`src/rtl/mcctrl_pkg.sv`:
```
// Shared types and encodings for the multi-cycle RISC-V sequencer (multicycle_ctrl).
package mcctrl_pkg;

   typedef enum logic [2:0] {
      IDLE,
      FETCH,
      DECODE,
      EXEC,
      MEM,
      WB,
      HALT
   } state_t;

   typedef enum logic [2:0] {
      ADD,
      ADDI,
      LW,
      SW,
      BNE,
      ILL
   } iclass_t;

   localparam logic [6:0] OP_RTYPE  = 7'b0110011;
   localparam logic [6:0] OP_IMM    = 7'b0010011;
   localparam logic [6:0] OP_LOAD   = 7'b0000011;
   localparam logic [6:0] OP_STORE  = 7'b0100011;
   localparam logic [6:0] OP_BRANCH = 7'b1100011;

   localparam logic [2:0] F3_ADD  = 3'b000;
   localparam logic [2:0] F3_WORD = 3'b010;
   localparam logic [2:0] F3_BNE  = 3'b001;
   localparam logic [6:0] F7_ADD  = 7'b0000000;

   localparam logic [2:0] ALU_ADD = 3'b000;
   localparam logic [2:0] ALU_SUB = 3'b001;

   localparam logic [1:0] IMM_I = 2'b00;
   localparam logic [1:0] IMM_S = 2'b01;
   localparam logic [1:0] IMM_B = 2'b10;

   localparam logic [1:0] FLT_NONE    = 2'b00;
   localparam logic [1:0] FLT_ILLEGAL = 2'b01;
   localparam logic [1:0] FLT_TIMEOUT = 2'b10;

   // Classes that take the ALU immediate operand path.
   function automatic logic uses_imm(input iclass_t c);
      return (c == ADDI) || (c == LW) || (c == SW);
   endfunction

endpackage

```
`src/rtl/mc_decode.sv`:
```
// Combinational instruction classifier: maps an instruction word onto iclass_t.
module mc_decode
   import mcctrl_pkg::*;
#(
   parameter int WIDTH = 32
) (
   input  logic [WIDTH-1:0] instr,
   output iclass_t          iclass
);

   logic [6:0] opcode;
   logic [2:0] funct3;
   logic [6:0] funct7;
   logic       unused_instr;

   assign opcode       = instr[6:0];
   assign funct3       = instr[14:12];
   assign funct7       = instr[31:25];
   assign unused_instr = ^instr;

   always_comb begin
      iclass = ILL;
      case (opcode)
         OP_RTYPE:  if (funct3 == F3_ADD && funct7 == F7_ADD) iclass = ADD;
         OP_IMM:    if (funct3 == F3_ADD)  iclass = ADDI;
         OP_LOAD:   if (funct3 == F3_WORD) iclass = LW;
         OP_STORE:  if (funct3 == F3_WORD) iclass = SW;
         OP_BRANCH: if (funct3 == F3_BNE)  iclass = BNE;
         default:   iclass = ILL;
      endcase
   end

endmodule

```
`src/rtl/multicycle_ctrl.sv`:
```
// Multi-cycle sequencer: FETCH/DECODE/EXEC/MEM/WB with memory req/ready handshake and fault halt.
// Optional MCCTRL_PERF_EN adds retired-instruction and active-cycle counters.
module multicycle_ctrl
   import mcctrl_pkg::*;
#(
   parameter int WIDTH       = 32,
   parameter int MEM_TIMEOUT = 16
) (
   input  logic             clk,
   input  logic             rst,
   input  logic [WIDTH-1:0] instr,
   input  logic             EQ,
   input  logic             mem_ready,
   output logic             mem_req,
   output logic             mem_we,
   output logic             IRWrite,
   output logic             PCWrite,
   output logic             PCsrc,
   output logic             RegWrite,
   output logic             ALUsrc,
   output logic [2:0]       ALUctrl,
   output logic [1:0]       ImmSrc,
   output logic             ResultSrc,
   output logic             halted,
   output logic [1:0]       fault,
   output logic [2:0]       state_dbg
`ifdef MCCTRL_PERF_EN
   ,
   output logic [31:0]      retired,
   output logic [31:0]      cycles
`endif
);

   // Handshake: a memory transfer completes in the cycle where mem_req and mem_ready are both high.
   localparam int TW = (MEM_TIMEOUT < 2) ? 1 : $clog2(MEM_TIMEOUT + 1);
   localparam logic [TW-1:0] T_LAST = TW'(MEM_TIMEOUT - 1);

   state_t        state;
   iclass_t       iclass_q;
   iclass_t       dec_class;
   logic [TW-1:0] tcnt;

   mc_decode #(.WIDTH(WIDTH)) u_decode (
      .instr  (instr),
      .iclass (dec_class)
   );

   assign state_dbg = state;

   always_ff @(posedge clk or posedge rst) begin
      if (rst) begin
         state    <= IDLE;
         iclass_q <= ILL;
         tcnt     <= '0;
         halted   <= 1'b0;
         fault    <= FLT_NONE;
      end else begin
         case (state)
            IDLE: state <= FETCH;
            FETCH, MEM: begin
               if (mem_ready) begin
                  tcnt <= '0;
                  if (state == FETCH)      state <= DECODE;
                  else if (iclass_q == SW) state <= FETCH;
                  else                     state <= WB;
               end else if (tcnt == T_LAST) begin
                  tcnt   <= '0;
                  state  <= HALT;
                  halted <= 1'b1;
                  fault  <= FLT_TIMEOUT;
               end else begin
                  tcnt <= tcnt + 1'b1;
               end
            end
            DECODE: begin
               iclass_q <= dec_class;
               if (dec_class == ILL) begin
                  state  <= HALT;
                  halted <= 1'b1;
                  fault  <= FLT_ILLEGAL;
               end else begin
                  state <= EXEC;
               end
            end
            EXEC: begin
               case (iclass_q)
                  BNE:     state <= FETCH;
                  LW, SW:  state <= MEM;
                  default: state <= WB;
               endcase
            end
            WB:      state <= FETCH;
            HALT:    state <= HALT;
            default: state <= HALT;
         endcase
      end
   end

   // Strobes decode from registered state/class; EQ and mem_ready qualify within the same cycle.
   always_comb begin
      mem_req   = 1'b0;
      mem_we    = 1'b0;
      IRWrite   = 1'b0;
      PCWrite   = 1'b0;
      PCsrc     = 1'b0;
      RegWrite  = 1'b0;
      ALUsrc    = 1'b0;
      ALUctrl   = ALU_ADD;
      ImmSrc    = IMM_I;
      ResultSrc = 1'b0;
      case (state)
         FETCH: begin
            mem_req = 1'b1;
            IRWrite = mem_ready;
         end
         EXEC: begin
            ALUsrc = uses_imm(iclass_q);
            case (iclass_q)
               SW:      ImmSrc = IMM_S;
               BNE:     ImmSrc = IMM_B;
               default: ImmSrc = IMM_I;
            endcase
            if (iclass_q == BNE) begin
               ALUctrl = ALU_SUB;
               PCWrite = 1'b1;
               PCsrc   = ~EQ;
            end
         end
         MEM: begin
            mem_req = 1'b1;
            mem_we  = (iclass_q == SW);
            PCWrite = mem_ready && (iclass_q == SW);
         end
         WB: begin
            RegWrite  = 1'b1;
            ResultSrc = (iclass_q == LW);
            PCWrite   = 1'b1;
         end
         default: ;
      endcase
   end

`ifdef MCCTRL_PERF_EN
   always_ff @(posedge clk or posedge rst) begin
      if (rst) begin
         retired <= '0;
         cycles  <= '0;
      end else begin
         if (PCWrite) retired <= retired + 32'd1;
         if (state != IDLE && state != HALT) cycles <= cycles + 32'd1;
      end
   end
`endif

endmodule

```
`config.mk`:
```
export PLATFORM = sky130hd
export DESIGN_NAME = multicycle_ctrl
export DESIGN_NICKNAME = d
export VERILOG_FILES = /design/src/rtl/mcctrl_pkg.sv /design/src/rtl/mc_decode.sv /design/src/rtl/multicycle_ctrl.sv
export SDC_FILE = /design/constraint.sdc
export NUM_CORES = 1
export LEC_CHECK = 0
export CAP_MARGIN = 20
export CELL_PAD_IN_SITES_DETAIL_PLACEMENT = 1
export CELL_PAD_IN_SITES_GLOBAL_PLACEMENT = 1
export CORE_UTILIZATION = 27
export CTS_BUF_LIST = sky130_fd_sc_hd__clkbuf_8
export DETAILED_ROUTE_END_ITERATION = 12
export GPL_ROUTABILITY_DRIVEN = 0
export GPL_TIMING_DRIVEN = 0
export PLACE_DENSITY = 0.85
export SYNTH_ARGS = -nofsm -noshare
export SYNTH_HDL_FRONTEND = slang
export SYNTH_SLANG_ARGS = --single-unit
```
`constraint.sdc`:
```
create_clock -name clk -period 2.1 [get_ports clk]
set_input_delay 0.42 -clock clk [delete_from_list [all_inputs] [get_ports clk]]
set_output_delay 0.42 -clock clk [all_outputs]
set_load 0.02 [all_outputs]
```
==> impl_metrics.toml <==
[die]
initial_core_util_pct = 28.6
io_pins = 55
coreArea_um2 = 3390
die-area_um2 = 3840
placement_rows = 21
die_width_um = 62.0
die_h_um = 62.0

[synthesis]
ffs_w_async_s_r_synth_pct = 100
number_of_flops_mapped_to_enable_cells_by_yosys = 0
yosys.cell_types.count = 39
synth-simple-area-share_pct = 30.8
ys_ff_latch = 14
post_synth_most_frequent_cells = "14 x sky130_fd_sc_hd__nor2_1, 12 x sky130_fd_sc_hd__dfrtp_1, 10 x sky130_fd_sc_hd__nand2_1"
syn_area_per_cell_um2 = 8.44
yosys_most_used_dff = "sky130_fd_sc_hd__dfrtp_1"
synth-xor-area-share_pct = 2.71
post-synth-top-count-cell = "sky130_fd_sc_hd__nor2_1"
post_synth_mux_area_share_pct = 1.16
netlist_top_cells_area = "sky130_fd_sc_hd__dfrtp_1 31%, sky130_fd_sc_hd__dfstp_2 5.4%, sky130_fd_sc_hd__nor2_1 5.4%"
synth_seq_area_share_pct = 36.3
total_standard_cell_area_after_synthesis_um2 = 971
synth_top_area_cell = "sky130_fd_sc_hd__dfrtp_1"
synth-compound-area-share_pct = 18.2
ys_warn_count = 0
synth.top_cell.area_share_pct = 30.9
post_synth_inst_count = 115
synth_fa_ha_area_share_pct = 1.29
synth_top_family_by_area = "simple AND/OR/NAND/NOR gates"

[grt]
grt_first_pass_wirelength_mm = 4.31
gr-usage-met2_pct = 29.5
grt.met1_usage_pct = 16.5
gr_overflow_total = 0
gr-usage-met3_pct = 1.24
grt-busiest-layer = "met2"
antenna_found_initial = 0
gr-usage-all-layers_pct = 15.2
maximum_number_of_pins_on_one_net_before_global_route_repair = 15
via_count_of_the_first_global_routing_pass = 1023

[job]
max-cap-violations = 0

[timing]
slew_headroom_pct = 62.4
hold_viol = 0
rsz0062_at_grt = "yes"
min_period_over_period_pct = 96.5
fmax_ghz = 0.494
slew_viol_final = 0
finalSetupViolCount = 0
period_minus_slack_ns = 2.03
fin_skew_ns = 0.00562
hold_ws_ns = 0.488
worst_slew_pin_slew_ns = 0.563
finalWorstSetupSlack_ns = 0.0740
finalSetupTns_ns = 0

[setup_path]
timing.setup.critical_path_class = "reg -> out"
worst_setup_path_end_kind = "output port"
worst-path-max-fanout = 9
worstPathArrival_ns = 1.61
critPathRequiredTime_ns = 1.68
critical_path.startpoint_type = "register"

[cells_and_area]
final_layout_size_suffix_gt1_share_pct = 24.2
n_fill_cell = 412
syn2layout_area_growth_pct = 52.4
design_area_um2 = 1480
net_total_in_the_final_layout = 199
n_antenna_cell = 0

[cts]
clock_sink_count = 14
clock_latency_ns = 0.25
clkSlewWorstSetupHoldPaths_ns = 0.07
root_buffer = "sky130_fd_sc_hd__clkbuf_8"
number_of_buffers_on_the_longest_clock_path = 2
postCtsHoldBufs = 0
cts_tree = "built"
htree_num_levels = 1
cts-buffers-inserted = 3

[worst_hold_path]
holdCritPathClass = "reg -> reg"

[detailed_routing]
drt-vias-per-instance = 4.96
drt_iter0_drc = 10
first_pass_iters = 2
routed_wl_mm = 2.71
drcViolationCount = 0
route.detailed.wl_per_inst_um = 13.1
vias = 1026
antenna_left = 0

[place]
post_dp_hpwl_mm = 2.13
portBuffers = 37
detailedPlace.worstSlack_ns = -0.383
detailed_place.area_um2 = 1400

[power_and_ir_drop]
vdd_ir_drop_max_mv = 0.297
design_power_total_mw = 1.46
power_leakage_nw = 0.660
power_density_of_the_placed_cells_nw_per_um2 = 988

[run_status]
outcome = "completed"
[repair_timing]
item                                    in CTS  in global routing
gates resized for setup                     22                 23
setup buffers                                1                  4
endpoints found under the setup margin      11                  9
pin swaps                                    1                  1
[per-layer routing]
| layer | up-vias | wire length [µm] |
|---|---|---|
| met2 | 28 | 1520 |
| met4 | 0 | 27 |
| met3 | 4 | 86 |
| met5 | - | 0 |
| li1 | 494 | - |
| met1 | 500 | 1080 |
[per-stage QoR]
step	utilization (%)	instances
finish	43.7	207
global route	43.7	207
CTS	42.9	203
detailed placement	41.4	199
global placement	41.4	199
floorplan	-	116
[final timing paths]
kind | start | endpoint | slack [ns] | cells after the start
hold / removal | halted | halted | 0.49 | 2
setup reg to reg | state_dbg[2] | fault[0] | 0.49 | 5
min in group asynchronous | rst | tcnt[1] | 0.52 | 2
max in group asynchronous | rst | iclass_q[2] | 1.20 | 2
hold reg to reg | halted | halted | 0.49 | 2
setup / recovery | state_dbg[0] | RegWrite | 0.07 | 6
[state kept, by name (all words and copies together), names as in the netlist]
register and flops:
fault 2, halted 1, iclass_q 3, state_dbg 3
tcnt 5
[area by class of cell]
cell class,instances,area (µm²),share of cell area (%)
clock buffer,4,55.1,3.72
inverter,8,33.8,2.28
timing repair buffer,42,377,25.4
sequential,14,353,23.8
multi-input combinational,88,551,37.2
tap,46,57.6,3.89
buffer,5,53.8,3.63
[critical path, stage by stage, from the launching register on]
cell and delay, ns:
sky130_fd_sc_hd__dfrtp_1 0.35, sky130_fd_sc_hd__clkbuf_8 0.18, sky130_fd_sc_hd__clkinvlp_4 0.12, sky130_fd_sc_hd__buf_4 0.16
sky130_fd_sc_hd__buf_4 0.12, sky130_fd_sc_hd__nor2_1 0.08, sky130_fd_sc_hd__dlygate4sd2_1 0.33
[cell usage in the layout (no fill, tap or decap), drive strengths merged, types with 2 or more instances in the layout]
| master | Yosys | final |
|---|---|---|
| a21o | 2 | 2 |
| a21oi | 7 | 7 |
| a31oi | 4 | 4 |
| and3 | 2 | 2 |
| buf | 3 | 12 |
| clkbuf | 3 | 9 |
| clkdlybuf4s15 | 0 | 2 |
| clkdlybuf4s50 | 0 | 25 |
| conb | 1 | 2 |
| dfrtp | 12 | 12 |
| dfstp | 2 | 2 |
| dlygate4sd2 | 0 | 2 |
| inv | 8 | 7 |
| nand2 | 10 | 10 |
| nand2b | 4 | 4 |
| nand3 | 5 | 5 |
| nor2 | 14 | 14 |
| nor3 | 7 | 7 |
| nor4 | 3 | 3 |
| o21a | 3 | 3 |
| o21ai | 5 | 5 |
| o31ai | 3 | 3 |
| or4 | 2 | 2 |
| xnor2 | 2 | 2 |
[where the power goes]
| part | switching, mW | total, mW | leakage (nW) | internal [mW] |
|---|---|---|---|---|
| logic | 0.420 | 0.808 | 0.463 | 0.389 |
| registers | 0.0509 | 0.379 | 0.168 | 0.328 |
| clock network | 0.108 | 0.274 | 0.0288 | 0.166 |
| total | 0.578 | 1.46 | 0.660 | 0.884 |
[cells by family after synthesis]
group,Yosys count
adder cells (fa/ha/maj),1
AND/OR/NAND/NOR,54
buffers and inverters,14
AO/OA/AOI/OAI,27
other,1
multiplexers,1
flip-flops,14
XOR/XNOR,3
Note: power is estimated with default switching activity, not from simulation.
